[src/rtl/gpio_btn_led.sv]
// gpio_btn_led: word-addressed GPIO slave with LED outputs and debounced active-low buttons.
// Define GPIO_IRQ_EN to build the PEND (W1C) / IRQ_EN registers and the o_irq logic.
module gpio_btn_led #(
  parameter int N_BTN           = 1,
  parameter int N_LED           = 6,
  parameter int DEBOUNCE_CYCLES = 16
) (
  input  logic             clk,
  input  logic             reset,
  input  logic [N_BTN-1:0] i_button,
  input  logic             i_we,
  input  logic             i_re,
  input  logic [3:0]       i_addr,
  input  logic [31:0]      i_wdata,
  output logic [31:0]      o_rdata,
  output logic [N_LED-1:0] o_led,
  output logic             o_irq
);

  localparam int               CNT_W    = $clog2(DEBOUNCE_CYCLES + 1);
  localparam logic [CNT_W-1:0] CNT_LAST = CNT_W'(DEBOUNCE_CYCLES - 1);

  localparam logic [1:0] REG_LED    = 2'd0;
  localparam logic [1:0] REG_BTN    = 2'd1;
  localparam logic [1:0] REG_PEND   = 2'd2;
  localparam logic [1:0] REG_IRQ_EN = 2'd3;

  logic [1:0]       reg_sel;
  logic             wr_led;
  logic [N_LED-1:0] led_out;
  logic [N_BTN-1:0] sync_p0;
  logic [N_BTN-1:0] sync_p1;
  logic [N_BTN-1:0] stable;
  logic [N_BTN-1:0] press;
  logic [N_BTN-1:0] pend;
  logic [N_BTN-1:0] irq_en;
  logic [31:0]      rd_mux;
  logic             unused_bits;

  assign reg_sel     = i_addr[3:2];
  assign wr_led      = i_we && (reg_sel == REG_LED);
  assign unused_bits = ^{i_addr[1:0], i_wdata};

  // Stage p0/p1: two-flop synchroniser, idles at "released"
  always_ff @(posedge clk or negedge reset) begin
    if (!reset) begin
      sync_p0 <= '1;
      sync_p1 <= '1;
    end else begin
      sync_p0 <= i_button;
      sync_p1 <= sync_p0;
    end
  end

  // Debounce: a level is accepted only after DEBOUNCE_CYCLES consecutive differing samples
  for (genvar g = 0; g < N_BTN; g++) begin : g_db
    logic [CNT_W-1:0] cnt;
    logic             stable_r;
    logic             differ;
    logic             accept;

    assign differ    = (sync_p1[g] != stable_r);
    assign accept    = differ && (cnt == CNT_LAST);
    assign press[g]  = accept && stable_r;
    assign stable[g] = stable_r;

    always_ff @(posedge clk or negedge reset) begin
      if (!reset) begin
        cnt      <= '0;
        stable_r <= 1'b1;
      end else if (!differ) begin
        cnt <= '0;
      end else if (accept) begin
        cnt      <= '0;
        stable_r <= sync_p1[g];
      end else begin
        cnt <= cnt + CNT_W'(1);
      end
    end
  end

  always_ff @(posedge clk or negedge reset) begin
    if (!reset) begin
      led_out <= '0;
    end else if (wr_led) begin
      led_out <= i_wdata[N_LED-1:0];
    end
  end

  assign o_led = led_out;

`ifdef GPIO_IRQ_EN
  logic             wr_pend;
  logic             wr_irq_en;
  logic [N_BTN-1:0] w1c_mask;

  assign wr_pend   = i_we && (reg_sel == REG_PEND);
  assign wr_irq_en = i_we && (reg_sel == REG_IRQ_EN);
  assign w1c_mask  = wr_pend ? i_wdata[N_BTN-1:0] : '0;

  // A press landing on the same edge as its W1C keeps the bit set
  always_ff @(posedge clk or negedge reset) begin
    if (!reset) begin
      pend   <= '0;
      irq_en <= '0;
    end else begin
      pend <= (pend & ~w1c_mask) | press;
      if (wr_irq_en) begin
        irq_en <= i_wdata[N_BTN-1:0];
      end
    end
  end

  assign o_irq = |(pend & irq_en);
`else
  logic unused_press;

  assign unused_press = ^press;
  assign pend         = '0;
  assign irq_en       = '0;
  assign o_irq        = 1'b0;
`endif

  always_comb begin
    rd_mux = '0;
    case (reg_sel)
      REG_LED:    rd_mux[N_LED-1:0] = led_out;
      REG_BTN:    rd_mux[N_BTN-1:0] = stable;
      REG_PEND:   rd_mux[N_BTN-1:0] = pend;
      REG_IRQ_EN: rd_mux[N_BTN-1:0] = irq_en;
      default:    rd_mux = '0;
    endcase
  end

  // Read data is sampled from pre-write register state, so read-during-write sees the old value
  always_ff @(posedge clk or negedge reset) begin
    if (!reset) begin
      o_rdata <= '0;
    end else if (i_re) begin
      o_rdata <= rd_mux;
    end
  end

endmodule
[config.mk]
export PLATFORM = sky130hd
export DESIGN_NAME = gpio_btn_led
export DESIGN_NICKNAME = d
export VERILOG_FILES = /design/src/rtl/gpio_btn_led.sv
export SDC_FILE = /design/constraint.sdc
export NUM_CORES = 1
export LEC_CHECK = 0
export ABC_AREA = 1
export CORE_ASPECT_RATIO = 0.9
export CORE_MARGIN = 2
export CORE_UTILIZATION = 35
export CTS_CLUSTER_SIZE = 12
export DETAILED_ROUTE_END_ITERATION = 10
export PLACE_DENSITY = 0.83
export SYNTH_ARGS = -nofsm -noshare
export SYNTH_HDL_FRONTEND = slang
export SYNTH_SLANG_ARGS = --single-unit
[constraint.sdc]
create_clock -name clk -period 1.9 [get_ports clk]
set_input_delay 0.38 -clock clk [delete_from_list [all_inputs] [get_ports clk]]
set_output_delay 0.38 -clock clk [all_outputs]
set_load 0.02 [all_outputs]
# Word-level counts from Yosys, hierarchy flattened
# Cells that the tools add are included.
# word_totals
out_inout_bits,39
input_bits,41
regBits,20
# classes
reduce_logical,5
n_mux,4
n_addsub,1
eq_ne,5
# ops
operator,n
two-way mux 5 bit,3
"adder 5 x 1 -> 5 bit, second input constant",1
"== test 5 x 4 -> 1 bit, second input constant",1
"== test 2 bit, second input constant",2
case mux 1 bit (3 select lines),1
"== test 2 x 1 -> 1 bit, second input constant",1
logical AND 1 bit,2
zero test 2 bit,1
AND reduction 2 bit,1
OR reduction 2 bit,1
inequality test 1 bit,1

# Depth between registers and ports, before layout
# Gate-level depths: netlist (run 1).
# depth
depth_word,4
depth_mapped,6

# Least setup slack after synthesis (run 1)
# No wires, ideal clock.
# synth_path
path_type,register to register
from,reg g_db[0].cnt[0]
to,reg g_db[0].cnt[3]
path_buffers,0
period_less_slack_ns,0.995
path_slack_ns,0.905
setup_time_ns,0.116
stages_incl_launch_ff,7
required_time_ns,1.784
arrival_ns,0.880
cell_sequence,dfrtp_1 -> ha_1 -> nand2_1 -> nor2_2 -> nand2_1 -> nor2_2 -> nor2_1
# synth_via
elab_chain_len,4
word_cells_on_any_way,5
classes_between,add/sub: 1; eq/ne: 1; mux: 2; reduce/logical: 1
# synth_rtl
item,line,source
"start, declared",57,logic [CNT_W-1:0] cnt;
"start signal, assigned",77,cnt <= cnt + CNT_W'(1);
"parallel branches: the longest is 2 deep, another holds adder 5 x 1 -> 5 bit",-,
two-way mux 5 bit *,73,end else if (accept) begin
two-way mux 5 bit *,71,end else if (!differ) begin
# Mark *: on every way between the ends.
# A chain may end at the register's enable or synchronous reset.

# Worst setup path in the final report (run 1)
# layout_path
from,reg led_out[0] (netlist: o_led[0])
to,out o_led[0]
# layout_lines
item,line,source
"start, declared",30,logic [N_LED-1:0] led_out;
"start signal, assigned",86,led_out <= i_wdata[N_LED-1:0];
"end, declared",16,"output logic [N_LED-1:0] o_led,"
# No word-level cell between the ends.

==> flow_metrics.env, run 1 <==
export IMPL_post_cts_buffers=0
export IMPL_die_h_um=56.33
export IMPL_wl_mm=1.803
export IMPL_final_layout_size_suffix_gt1_share_pct=13.64
export IMPL_clk_pin_slew_ns=0.11
export IMPL_synth_most_common_cell="nand2_1"
export IMPL_cpLargestDelayFamily="buffers and inverters"
export IMPL_cts_sinks=20
export IMPL_clock_latency_ns=0.31
export IMPL_drc=0
export IMPL_seqCellArea_um2=504.2
export IMPL_status="complete, no violations"
export IMPL_syn_area_per_cell_um2=8.518
export IMPL_synth_area_mm2=0.001065
export IMPL_powerDensity_mw_per_mm2=752.4
export IMPL_n_antenna_cell=0
export IMPL_ys_flop_type="dfrtp_1"
export IMPL_synth_edf_count=0
export IMPL_r2r_cells=6
export IMPL_cts_made_buffers=3
export IMPL_yosys_top_cells_area="dfrtp_1, buf_4, nand2_1"
export IMPL_grt_pass1_vias=686
export IMPL_netlist_instances=125
export IMPL_fin_ws_ns=0.1933
export IMPL_fill_cells=286
export IMPL_wl_per_cell_um=9.294
export IMPL_vias=776
export IMPL_port_buffer_count=24
export IMPL_crit_cells=1
export IMPL_ioPinCount=80
export IMPL_synth_seq_area_share_pct=47.36
export IMPL_yosysTopAreaCellShare_pct=39.95
export IMPL_ys_types=16
export IMPL_dp_hpwl_mm=1.378
export IMPL_viasPerCell=4.000
export IMPL_coreArea_mm2=0.002815
export IMPL_start_util_pct=37.82
export IMPL_timing_setup_tns_ns=0
export IMPL_grt_start_max_net_pins=21
export IMPL_hp_class="register to register"
export IMPL_finalCriticalPeriod_ns=1.707
export IMPL_htreeDepth=1
export IMPL_hold_depth=0
export IMPL_final_setup_skew_ns=0.005671
export IMPL_setup_worst_path_end_class="output port"
export IMPL_synth_commonest_cells="nand2_1, buf_4, dfrtp_1"
export IMPL_grt_pass1_wl_mm=3.015
export IMPL_antenna_found_initial=0
export IMPL_crit_type="register to output port"
export IMPL_grt_usage_pct=10.77
export IMPL_drt_first_pass_iters=4
export IMPL_drv_cap=0
export IMPL_first_iter_violations=32
export IMPL_leakage_nw=0.6668
export IMPL_ir_worst_vdd_mv=0.4675
export IMPL_area_delta_synth_final_pct=21.86
export IMPL_clock_fmax_mhz=585.9
export IMPL_clk_path_buf_depth=2
export IMPL_hold_buffers=0
export IMPL_rsz0062_at_grt="false"
export IMPL_post_place_ws_ns=0.3174
export IMPL_multi_input_area_um2=417.9
export IMPL_yosys_area_top_type="dfrtp_1"
export IMPL_overflow=0
export IMPL_worstPathArrival_ns=1.33
export IMPL_yosysWarnings=0
export IMPL_dieArea_mm2=0.003500
export IMPL_post_cts_resized_instances=0
export IMPL_die_w_um=62.14
export IMPL_crit_fanout=3
export IMPL_gp_congestion=0.7780
export IMPL_synthArstFlopShare_pct=100.0
export IMPL_period_share_pct=89.83
export IMPL_cts_tree="built"
export IMPL_slowest_delay_ns=0.63
export IMPL_cpMaxStageDelayCell="clkdlybuf4s50_1"
export IMPL_setup_violations=0
export IMPL_drv_slew=0
export IMPL_start_kind="register"
export IMPL_synth_seq_cells=20
export IMPL_cp_required_ns=1.52
export IMPL_crit_chain="clkdlybuf4s50_1"
export IMPL_path_buf_inv=1
export IMPL_ant_nets=0
export IMPL_cts_root_buf="clkbuf_4"
export IMPL_row_count=18
export IMPL_hold_viol_final=0
export IMPL_fin_nets=197
## metrics by stage
stage                power, W  utilization [%]  cell area, µm²  hold slack (ns)  instances
floorplan           0.0006670                -            1162          0.08441        151
global placement    0.0007336            44.80            1261           0.3465        190
detailed placement  0.0007369            44.80            1261           0.3499        190
CTS                 0.0009862            46.09            1297           0.3662        194
global route         0.001027            46.09            1297           0.3704        194
finish              0.0009763            46.09            1297           0.3636        194
## layout make-up
| cell class | instances | area share, % |
|---|---|---|
| sequential | 20 | 38.86 |
| multi-input combinational | 96 | 32.21 |
| timing repair buffer | 27 | 20.25 |
| tap | 40 | 3.857 |
| clock buffer | 4 | 2.797 |
| inverter | 7 | 2.025 |
## where the power goes
part / leakage, nW / internal [W] / switching, W
clock network: 0.0210 / 0.000117 / 0.000131
registers: 0.255 / 0.000464 / 0.0000267
logic: 0.391 / 0.0000940 / 0.000144
total: 0.667 / 0.000675 / 0.000302
## cells in the final DEF, fill, tap and decap left out
cell / n
buf_4: 3
dfrtp_1: 17
nand3_1: 15
nor2_1: 5
nor3_1: 1
clkbuf_4: 3
o211ai_1: 1
nand4_1: 1
nand2_1: 36
inv_1: 5
inv_2: 2
ha_1: 1
clkbuf_8: 1
clkdlybuf4s50_1: 24
conb_1: 27
dfstp_2: 3
nor2_2: 5
nand2_2: 4
## registers in the layout, indices dropped and copies added, names as in the netlist
signal	flops
o_rdata	6
sync_p0	1
sync_p1	1
g_db.stable_r	1
g_db.cnt	5
o_led	6
## logic make-up after synthesis
group / synth area share (%)
fa+ha+maj: 1.175
flops: 47.36
compound gates: 0.7053
buf+inv: 22.56
simple gates: 27.85
other cells: 0.3522
## layer usage
layer / track usage [%] / wire length (µm) / up-vias
met4: 5.397 / 34 / 0
met2: 15.37 / 825 / 27
met5: 0 / 0 / -
met3: 2.806 / 88 / 4
li1: - / - / 394
met1: 15.08 / 854 / 351
## final timing paths
path	to	slack (ns)	startpoint
worst max-delay path	o_led[0]	0.19	o_led[0]
worst min-delay path	sync_p1	0.36	sync_p0
worst max register to register	g_db[0].cnt[0]	0.78	g_db[0].cnt[0]
worst min register to register	sync_p1	0.36	sync_p0
max in group asynchronous	sync_p0	1.24	reset
min in group asynchronous	o_led[1]	0.39	reset
Note: power is estimated with default switching activity, not from simulation.
==> inputs of run 2 (changes only) <==
==> constraint.sdc (replaced) <==
create_clock -name clk -period 1.9 [get_ports clk]
set_input_delay 0.19 -clock clk [delete_from_list [all_inputs] [get_ports clk]]
set_output_delay 0.19 -clock clk [all_outputs]
set_load 0.02 [all_outputs]
==> run 2 against run 1 <==
  * First-iteration DRC count did not move
  * Register-to-register slack about the same
  * Global-route usage up 0.52 points
  * Wire length shrank 0.67%
  * Core utilization down 0.27 points
  * Non-clock buffer count is 1 lower
  * Critical endpoint unchanged
==> flow_metrics.env, run 2 (synthesis gave the netlist of run 1 again) <==
export IMPL_cpMaxStageDelayCell="clkdlybuf4s50_1"
export IMPL_post_cts_resized_instances=0
export IMPL_coreArea_mm2=0.002815
export IMPL_drt_first_pass_iters=3
export IMPL_clock_latency_ns=0.31
export IMPL_setup_violations=0
export IMPL_area_delta_synth_final_pct=21.15
export IMPL_port_buffer_count=24
export IMPL_hold_ws_ns=0.2009
export IMPL_clk_path_buf_depth=2
export IMPL_powerDensity_mw_per_mm2=755.7
export IMPL_cts_made_buffers=3
export IMPL_final_setup_skew_ns=0.01282
export IMPL_cts_sinks=20
export IMPL_row_count=18
export IMPL_vias=796
export IMPL_start_kind="register"
export IMPL_power_total_w=0.0009748
export IMPL_post_cts_buffers=0
export IMPL_hp_class="input port to asynchronous set/reset pin"
export IMPL_leakage_nw=0.6620
export IMPL_die_h_um=56.33
export IMPL_finalCriticalPeriod_ns=1.507
export IMPL_cpLargestDelayFamily="buffers and inverters"
export IMPL_timing_setup_tns_ns=0
export IMPL_grt_start_max_net_pins=21
export IMPL_die_w_um=62.14
export IMPL_grt_pass1_wl_mm=3.118
export IMPL_crit_fanout=3
export IMPL_hold_buffers=0
export IMPL_first_iter_violations=32
export IMPL_rsz0062_at_grt="false"
export IMPL_setup_worst_path_end_class="output port"
export IMPL_htreeDepth=1
export IMPL_dieArea_mm2=0.003500
export IMPL_ioPinCount=80
export IMPL_start_util_pct=37.82
export IMPL_hold_viol_final=0
export IMPL_wl_mm=1.791
export IMPL_cp_required_ns=1.71
export IMPL_clk_pin_slew_ns=0.12
export IMPL_dp_hpwl_mm=1.390
export IMPL_slowest_delay_ns=0.62
export IMPL_grt_usage_pct=11.29
export IMPL_fin_nets=196
export IMPL_fin_ws_ns=0.3925
export IMPL_gp_congestion=0.7557
export IMPL_period_share_pct=79.34
export IMPL_cts_tree="built"
export IMPL_fill_cells=287
export IMPL_path_buf_inv=1
export IMPL_placed_area_mm2=0.001254
export IMPL_status="complete, no violations"
export IMPL_crit_type="register to output port"
export IMPL_crit_chain="clkdlybuf4s50_1"
export IMPL_wl_per_cell_um=9.280
export IMPL_final_common_cell="nand2_1"
export IMPL_final_cell_mix="nand2_1, conb_1, clkdlybuf4s50_1, dfrtp_1, nand3_1"
export IMPL_final_layout_size_suffix_gt1_share_pct=13.07
export IMPL_clock_fmax_mhz=663.4
export IMPL_overflow=0
export IMPL_antenna_found_initial=0
export IMPL_grt_pass1_vias=665
export IMPL_drv_cap=0
export IMPL_fin_area_mm2=0.001290
export IMPL_ant_nets=0
export IMPL_cts_root_buf="clkbuf_4"
export IMPL_viasPerCell=4.124
export IMPL_n_antenna_cell=0
export IMPL_drc=0
export IMPL_drv_slew=0
export IMPL_ir_worst_vdd_mv=0.3395
export IMPL_post_place_ws_ns=0.5413
export IMPL_worstPathArrival_ns=1.32
## run 2: changes by cell type in the layout (fill, tap and decap cells not counted)
cell   change
buf_4      -1
## run 2: metrics by stage
stage                     utilization [%]  instances
after floorplan                         -        151
after global placement              44.53        189
after detailed placement            44.53        189
after CTS                           45.82        193
after global routing                45.82        193
final                               45.82        193
## run 2: power by group
group / switching [W] / internal, W / leakage (nW)
Combinational: 0.000143 / 0.0000926 / 0.386
Sequential: 0.0000270 / 0.000464 / 0.255
Clock: 0.000132 / 0.000117 / 0.0210
Total: 0.000302 / 0.000673 / 0.662
## run 2: per-layer routing
layer  routed length [µm]  share of wire (%)  vias to the layer above  global-route usage [%]
met5                    0                  0                        -                       0
met4                   19                1.1                        0                   3.810
met3                   84                4.7                        2                   3.206
met2                  853                 48                       26                   16.46
met1                  833                 47                      372                   16.10
li1                     -                  -                      396                       -
## run 2: cell type report
cell class / count / area (µm²) / share of cell area (%)
Clock buffer: 4 / 36.28 / 2.813
Tap cell: 40 / 50.05 / 3.880
Multi-Input combinational cell: 96 / 417.9 / 32.40
Timing Repair Buffer: 26 / 255.2 / 19.79
Sequential cell: 20 / 504.2 / 39.09
Inverter: 7 / 26.28 / 2.037
## run 2: path summary, 6_finish.rpt
check                                    start             end  slack (ns)  depth (start not counted)
worst max-delay path                  o_led[0]        o_led[0]        0.39                          1
worst min register to register         sync_p0         sync_p1        0.36                          0
worst min-delay path                     reset      o_rdata[1]        0.20                          2
min in group clk                      i_button         sync_p0        0.29                          1
max in group asynchronous                reset         sync_p0        1.42                          2
worst max register to register  g_db[0].cnt[0]  g_db[0].cnt[0]        0.78                          6
